### config.mk
export PLATFORM = sky130hd
export DESIGN_NAME = iir_out_requant
export DESIGN_NICKNAME = d
export VERILOG_FILES = /design/src/rtl/iir_out_requant.sv
export SDC_FILE = /design/constraint.sdc
export NUM_CORES = 1
export LEC_CHECK = 0
export BUFFER_PORTS_ARGS = -buffer_cell sky130_fd_sc_hd__buf_4
export CORE_MARGIN = 8
export CORE_UTILIZATION = 45
export CTS_BUF_LIST = sky130_fd_sc_hd__clkbuf_8
export CTS_CLUSTER_DIAMETER = 30
export CTS_CLUSTER_SIZE = 24
export DETAILED_ROUTE_END_ITERATION = 12
export PLACE_DENSITY = 0.66
export SETUP_SLACK_MARGIN = 0.1
export SYNTH_ARGS = -nofsm -noshare
export SYNTH_HDL_FRONTEND = slang
export SYNTH_SLANG_ARGS = --single-unit
### constraint.sdc
create_clock -name clk -period 2.3 [get_ports clk]
set_input_delay 0.115 -clock clk [delete_from_list [all_inputs] [get_ports clk]]
set_output_delay 0.115 -clock clk [all_outputs]
set_load 0.05 [all_outputs]
### src/rtl/iir_out_requant.sv
// Requantizes a full-precision IIR output to WIDTH bits (round-half-up, saturate)
// and buffers the result in a show-ahead FIFO with sticky saturation/drop flags.
module iir_out_requant #(
  parameter int unsigned WIDTH = 16,
  parameter int unsigned SHIFT = 14,
  parameter int unsigned DEPTH = 8
) (
  input  logic                       clk,
  input  logic                       rst_n,
  input  logic                       in_valid,
  input  logic [2*WIDTH-1:0]         data_in,
  output logic                       out_valid,
  input  logic                       out_ready,
  output logic [WIDTH-1:0]           data_out,
  output logic [$clog2(DEPTH):0]     fill_level,
  output logic                       sat_flag,
  output logic                       overflow,
  input  logic                       clr_flags
);

  localparam int unsigned DW = 2 * WIDTH;
  localparam int unsigned AW = $clog2(DEPTH);
  localparam int unsigned CW = AW + 1;

  localparam logic signed [DW:0] RND   = (DW+1)'(1) << (SHIFT - 1);
  localparam logic signed [DW:0] MAX_V = {{(WIDTH+2){1'b0}}, {(WIDTH-1){1'b1}}};
  localparam logic signed [DW:0] MIN_V = {{(WIDTH+2){1'b1}}, {(WIDTH-1){1'b0}}};
  localparam logic [WIDTH-1:0]   POS_SAT = {1'b0, {(WIDTH-1){1'b1}}};
  localparam logic [WIDTH-1:0]   NEG_SAT = {1'b1, {(WIDTH-1){1'b0}}};

  logic signed [DW:0] ext_c;
  logic signed [DW:0] sum_c;
  logic signed [DW:0] shr_c;
  logic [WIDTH-1:0]   rq_c;
  logic               sat_c;

  logic               s1_valid;
  logic [WIDTH-1:0]   s1_data;

  logic [WIDTH-1:0]   mem [DEPTH];
  logic [AW-1:0]      wr_ptr;
  logic [AW-1:0]      rd_ptr;
  logic               full_c;
  logic               pop_c;
  logic               push_c;
  logic               drop_c;

  // Round by adding half an LSB in one extra bit so the sum cannot wrap, then clamp.
  always_comb begin
    ext_c = {data_in[DW-1], data_in};
    sum_c = ext_c + RND;
    shr_c = sum_c >>> SHIFT;
    rq_c  = shr_c[WIDTH-1:0];
    sat_c = 1'b0;
    if (shr_c > MAX_V) begin
      rq_c  = POS_SAT;
      sat_c = 1'b1;
    end else if (shr_c < MIN_V) begin
      rq_c  = NEG_SAT;
      sat_c = 1'b1;
    end
  end

  always_comb begin
    full_c = (fill_level == CW'(DEPTH));
    pop_c  = out_valid & out_ready;
    push_c = s1_valid & (~full_c | pop_c);
    drop_c = s1_valid & full_c & ~pop_c;
  end

  assign out_valid = (fill_level != '0);
  assign data_out  = out_valid ? mem[rd_ptr] : '0;

  // Stage 1 register and sticky flags; a new event wins over a same-edge clear.
  always_ff @(posedge clk or negedge rst_n) begin
    if (!rst_n) begin
      s1_valid <= 1'b0;
      s1_data  <= '0;
      sat_flag <= 1'b0;
      overflow <= 1'b0;
    end else begin
      s1_valid <= in_valid;
      if (in_valid) s1_data <= rq_c;
      sat_flag <= (sat_flag & ~clr_flags) | (in_valid & sat_c);
      overflow <= (overflow & ~clr_flags) | drop_c;
    end
  end

  always_ff @(posedge clk) begin
    if (push_c) mem[wr_ptr] <= s1_data;
  end

  always_ff @(posedge clk or negedge rst_n) begin
    if (!rst_n) begin
      wr_ptr     <= '0;
      rd_ptr     <= '0;
      fill_level <= '0;
    end else begin
      if (push_c) wr_ptr <= wr_ptr + AW'(1);
      if (pop_c)  rd_ptr <= rd_ptr + AW'(1);
      unique case ({push_c, pop_c})
        2'b10:   fill_level <= fill_level + CW'(1);
        2'b01:   fill_level <= fill_level - CW'(1);
        default: fill_level <= fill_level;
      endcase
    end
  end

endmodule

Word level (Yosys, flattened, before mapping)
Memories as Yosys holds them, arrays and structs flattened.
Index checks and enable logic that the tools add are counted.
W data, S select, Z words.
- register bits: 29
- latch bits: 0
- bits in writable memories: 128
- bits in read-only memories: 0
- input bits: 37
- output and inout port bits: 23
- memories: 1
- add/subtract/negate cells: 5
- $mul: 0
- divide/modulo/power cells: 0
- order comparisons: 2
- eq/ne operators: 3
- shift operators: 0
- muxes and demuxes: 8
- bitwise operators: 13
- reductions and logical operators: 2
- memories (name ; words ; width ; rd ports ; clocked after Yosys merged registers in ; wr ports ; RTL line ; source):
    mem ; 8 ; 16 ; 1 ; 0 ; 1 ; 40 ; logic [WIDTH-1:0] mem [DEPTH];
- operator list (kind ; count):
    $mux W16 ; 3
    $add A32 B15 Y33 const B ; 1
    $gt A19 B16 Y1 const B ; 1
    $lt A19 B16 Y1 const B ; 1
    $pmux W4 S2 ; 1
    $and A1 B1 Y1 ; 7
    $add A3 B1 Y3 const B ; 2
    $add A4 B1 Y4 const B ; 1
    $eq A4 B4 Y1 const B ; 1
    $mux W1 ; 4
    $reduce_bool A4 Y1 ; 1
    $sub A4 B1 Y4 const B ; 1
    $not A1 Y1 ; 3
    $or A1 B1 Y1 ; 3
    $eq A2 B1 Y1 const B ; 1
    $eq A2 B2 Y1 const B ; 1
    $reduce_bool A2 Y1 ; 1

Depth between registers and ports, before layout
- word-level depth: 6
- gate-level depth with buffers: 11
- gate-level depth less buffers: 11

Worst setup path before layout
Ideal clock, no wire load.
- path type: register -> register
- start: register fill_level[0]
- end: memory mem[0][0] (enable)
- setup time: 0.409 ns
- arrival time: 2.376 ns
- slack: -0.485 ns
- stages on the path, launching flop included: 6
- path buffers: 0
- clock period less this slack: 2.785 ns
- cell sequence: dfrtp_1 nor3_1 nand3b_1 and2_1 nand2b_1 nor3_1
- word-level cells in the longest chain between the ends: 6
- elaborated cells between the ends (all ways): 8
- classes of those cells: eq/ne (1); mux (2); bitwise (4); reduce/logical (1)
- ends and longest elaborated chain (what ; RTL line ; source):
    from (decl) ; 15 ; output logic [$clog2(DEPTH):0] fill_level,
    from (signal assigned) ; 102 ; 2'b10: fill_level <= fill_level + CW'(1);
    from (signal assigned) ; 103 ; 2'b01: fill_level <= fill_level - CW'(1);
    from (signal assigned) ; 104 ; default: fill_level <= fill_level;
    $reduce_bool A4 Y1 or $eq A4 B4 Y1 (tied branches) ; 71, 65 ;
    $and A1 B1 Y1 or $not A1 Y1 (tied branches) ; 66, 67 ;
    $or A1 B1 Y1 * ; 67 ; push_c = s1_valid & (~full_c | pop_c);
    $and A1 B1 Y1 * ; 67 ;
    $mux W1 * ; 90 ; if (push_c) mem[wr_ptr] <= s1_data;
    $mux W1 (not written as such) * ; 90 ;
    to (decl) ; 40 ;
Every way passes the cells marked *; elsewhere a longest branch is shown, timed or not.

Worst setup path after layout
- start: register rd_ptr[0]
- end: output port data_out[3]
- word-level cells in the longest chain between the ends: 2
- ends and longest elaborated chain (what ; RTL line ; source):
    from (decl) ; 42 ; logic [AW-1:0] rd_ptr;
    from (signal assigned) ; 100 ; if (pop_c) rd_ptr <= rd_ptr + AW'(1);
    $mem_v2 Z8 W16 ; n/a ;
    $mux W16 ; 72 ; assign data_out = out_valid ? mem[rd_ptr] : '0;
    to (decl) ; 14 ; output logic [WIDTH-1:0] data_out,
No other way between the ends.

==> out/qor.txt <==
CTS tree = done
worst r2r src = fill_level[1]
final setup fails = 0
top cells by count, synth = edfxtp_1, nor2_1, mux4_2
routed vias = 3615
vias per inst = 5.41
Crit Path Category = reg2out
Max-slew headroom = 0.342
largest cells by area after synthesis = edfxtp_1, dfrtp_1, mux4_2, mux2i_1, nor2_1
crit path time final = 2.22 ns
Achievable Freq = 450 MHz
largest fanout on the critical path = 8
Hold Violations, Final = 0
DRT Pass-1 Iters = 4
total CTS buffers = 17
worst hold path class = in2reg
#FFs+latches synth = 157
fin. max-slew vios = 0
clk root buf = clkbuf_8
Final TNS setup = 0 ns
antenna cell count = 0
DP HPWL = 7870 um
synth warn = 0
Final period util = 0.966
Die Y = 137 um
Hold Path Depth = 4
Die Wd = 137 um
initial antenna violation count = 0
final hold slack = 0.0316 ns
part of the power in registers = 0.381
cell internal pwr = 6.27 mW
I/O pin cnt = 60
clock sink count = 157
Worst Hold Launch = data_in[24]
Post-Syn Area = 6630 um^2
Unique masters post-synth = 44
Overflow after GRT = 0
final core occ = 0.546
Comb pwr share = 0.449
sequential area share after synthesis = 0.689
peak supply drop = 973 uV
CTS Buffer Depth = 2
Setup crit end kind = output port
layout cells sized above 1 = 0.310
P_leak = 2.79 nW
r2r endpoint = fill_level[3]
Register-to-Register Setup Slack = 0.14 ns
status = completed
crit-path cells = buf_6 > buf_16 > mux4_2 > mux2i_1 > nor2_1 > buf_6
Post-Syn Area per Cell = 16.6 um^2
Worst Reg2Reg Path Length in Cells = 10
post-synth top area share = 0.579
Power Density = 1270 nW/um^2
routability cong. = 0.854
# nets final = 517
Reg clk slew, reported paths = 0.07 ns
critical path's slowest cell = mux4_2
element type at the critical path start = flop
Post-synth ARST share = 0.185
Clk pwr share = 0.170
Post-Route WL = 12800 um
die area = 18900 um^2
DR WL/cell = 19.2 um
switching share of power = 0.374
H-tree depth = 4
top-count cell post-synth = edfxtp_1
residual DRC count = 0
Rows = 44
cell count after synthesis = 399
NetSw = 3.74 mW
FILL cells = 1158
DR iter-0 viols = 277
All-Layer GR Usage = 0.145
area leader, netlist = edfxtp_1
Max-cap violations = 0
vias in the first global route = 3710
area grow syn2layout = 19.3%
pin count of the biggest net entering global routing = 33
core area = 14500 um^2
synthesized net count = 443
CP arrival = 2.11 ns
most used cell, CP = buf_6
Slew @ Worst Pin = 0.987 ns
Initial Util = 0.458
final antenna-violating net count = 0
Worst Skew = 0.0148 ns
Hold Path Sink = s1_data[10]
WP data required = 2.18 ns
Post-synth EDFFs = 128
first-pass GRT wire length = 20200 um
port buffer count = 46
Top FF cell, synth = edfxtp_1
clock latency on the worst-skew pair = 0.43 ns
RSZ-0062 raised after global routing = yes
crit-path max cell delay = 0.50 ns
## critical path, delay by kind of cell, from the launching register on
family        cells  cell delay, ns
buf+inv           3            0.44
mux               2            0.69
simple gates      1            0.07
flops             1            0.47
## cell families (layout without fill, tap and decap cells)
kind of cell / after synthesis / count (layout) / share of synthesized area
mux: 52 / 52 / 0.139
compound gates: 44 / 44 / 0.0400
simple gates: 94 / 94 / 0.0736
buf+inv: 25 / 110 / 0.0177
xor+xnor: 20 / 20 / 0.0264
flops: 157 / 157 / 0.689
fa+ha+maj: 7 / 7 / 0.0143
## layer usage
metal / wire length, um / vias up / global-route usage
met5: 0 / - / 0
met4: 74 / 0 / 0.0471
met3: 798 / 6 / 0.0394
met2: 6420 / 100 / 0.231
met1: 5510 / 1821 / 0.190
li1: - / 1688 / -
## worst max path at each step
stage	from	end	slack (ns)	depth (start not counted)
6_report	rd_ptr[0]	data_out[3]	0.08	6
5_1_grt	rd_ptr[0]	data_out[3]	-0.03	6
4_1_cts	rd_ptr[0]	data_out[3]	0.04	6
3_5_place_dp	fill_level[2]	fill_level[3]	0.08	11
3_3_place_gp	fill_level[2]	mem[6][3]	0.12	5
2_1_floorplan	fill_level[1]	fill_level[3]	0.01	9
## power groups by stage
stage               logic [mW]  registers, mW  clock network, mW
floorplan                 2.74           3.96                  0
global placement          4.04           3.83                  0
detailed placement        4.08           3.87                  0
CTS                       4.51           3.81               1.75
global route              4.79           3.86               1.86
finish                    4.50           3.81               1.70
## sequential cells by signal, summed over array words and instances (netlist names)
name / cells
overflow: 1
rd_ptr: 3
s1_data: 16
s1_valid: 1
wr_ptr: 3
fill_level: 4
sat_flag: 1
mem: 128
## through the flow
step	cells	worst slack (ns)	instance area (um^2)	power, mW
2_1_floorplan	399	0.0137	6690	6.70
5_1_grt	668	-0.0308	7910	10.5
3_5_place_dp	624	0.0803	7290	7.94
3_3_place_gp	624	0.118	7290	7.87
6_report	668	0.0775	7910	10.0
4_1_cts	668	0.0387	7860	10.1
## repair_timing
action / 4_1_cts / 5_1_grt
hold endpoints to repair: 36 / 0
gates cloned: 3 / 0
endpoints found under the setup margin: 96 / 83
hold buffers: 8 / 0
pin swaps: 4 / 8
buffers inserted: 3 / 0
gates resized for setup: 18 / 12
## layout make-up
cell class              instances  area (um^2)  share of cell area
flip-flops and latches        157         4570               0.578
multi-input cells             217         2050               0.260
repair buffers                 71          698              0.0882
clock buffers                  17          234              0.0296
well taps                     184          230              0.0291
clock inverters                13         87.6              0.0111
inverters                       9         33.8             0.00427
## cell usage in the layout (no fill, tap or decap), types with 4 or more instances in the layout
cell type	n
buf_6	16
nor2_1	38
ha_1	4
a21oi_1	17
clkbuf_8	17
nand2_1	18
edfxtp_1	128
mux2i_1	17
inv_1	11
dlygate4sd3_1	8
dfrtp_1	25
mux4_2	32
dfrtp_2	4
xor2_1	12
nand3_1	4
o21ai_0	15
buf_4	42
clkinv_1	4
nor3_2	4
xnor2_1	8
nor2_4	6
Power figures use the tool's default switching activity.
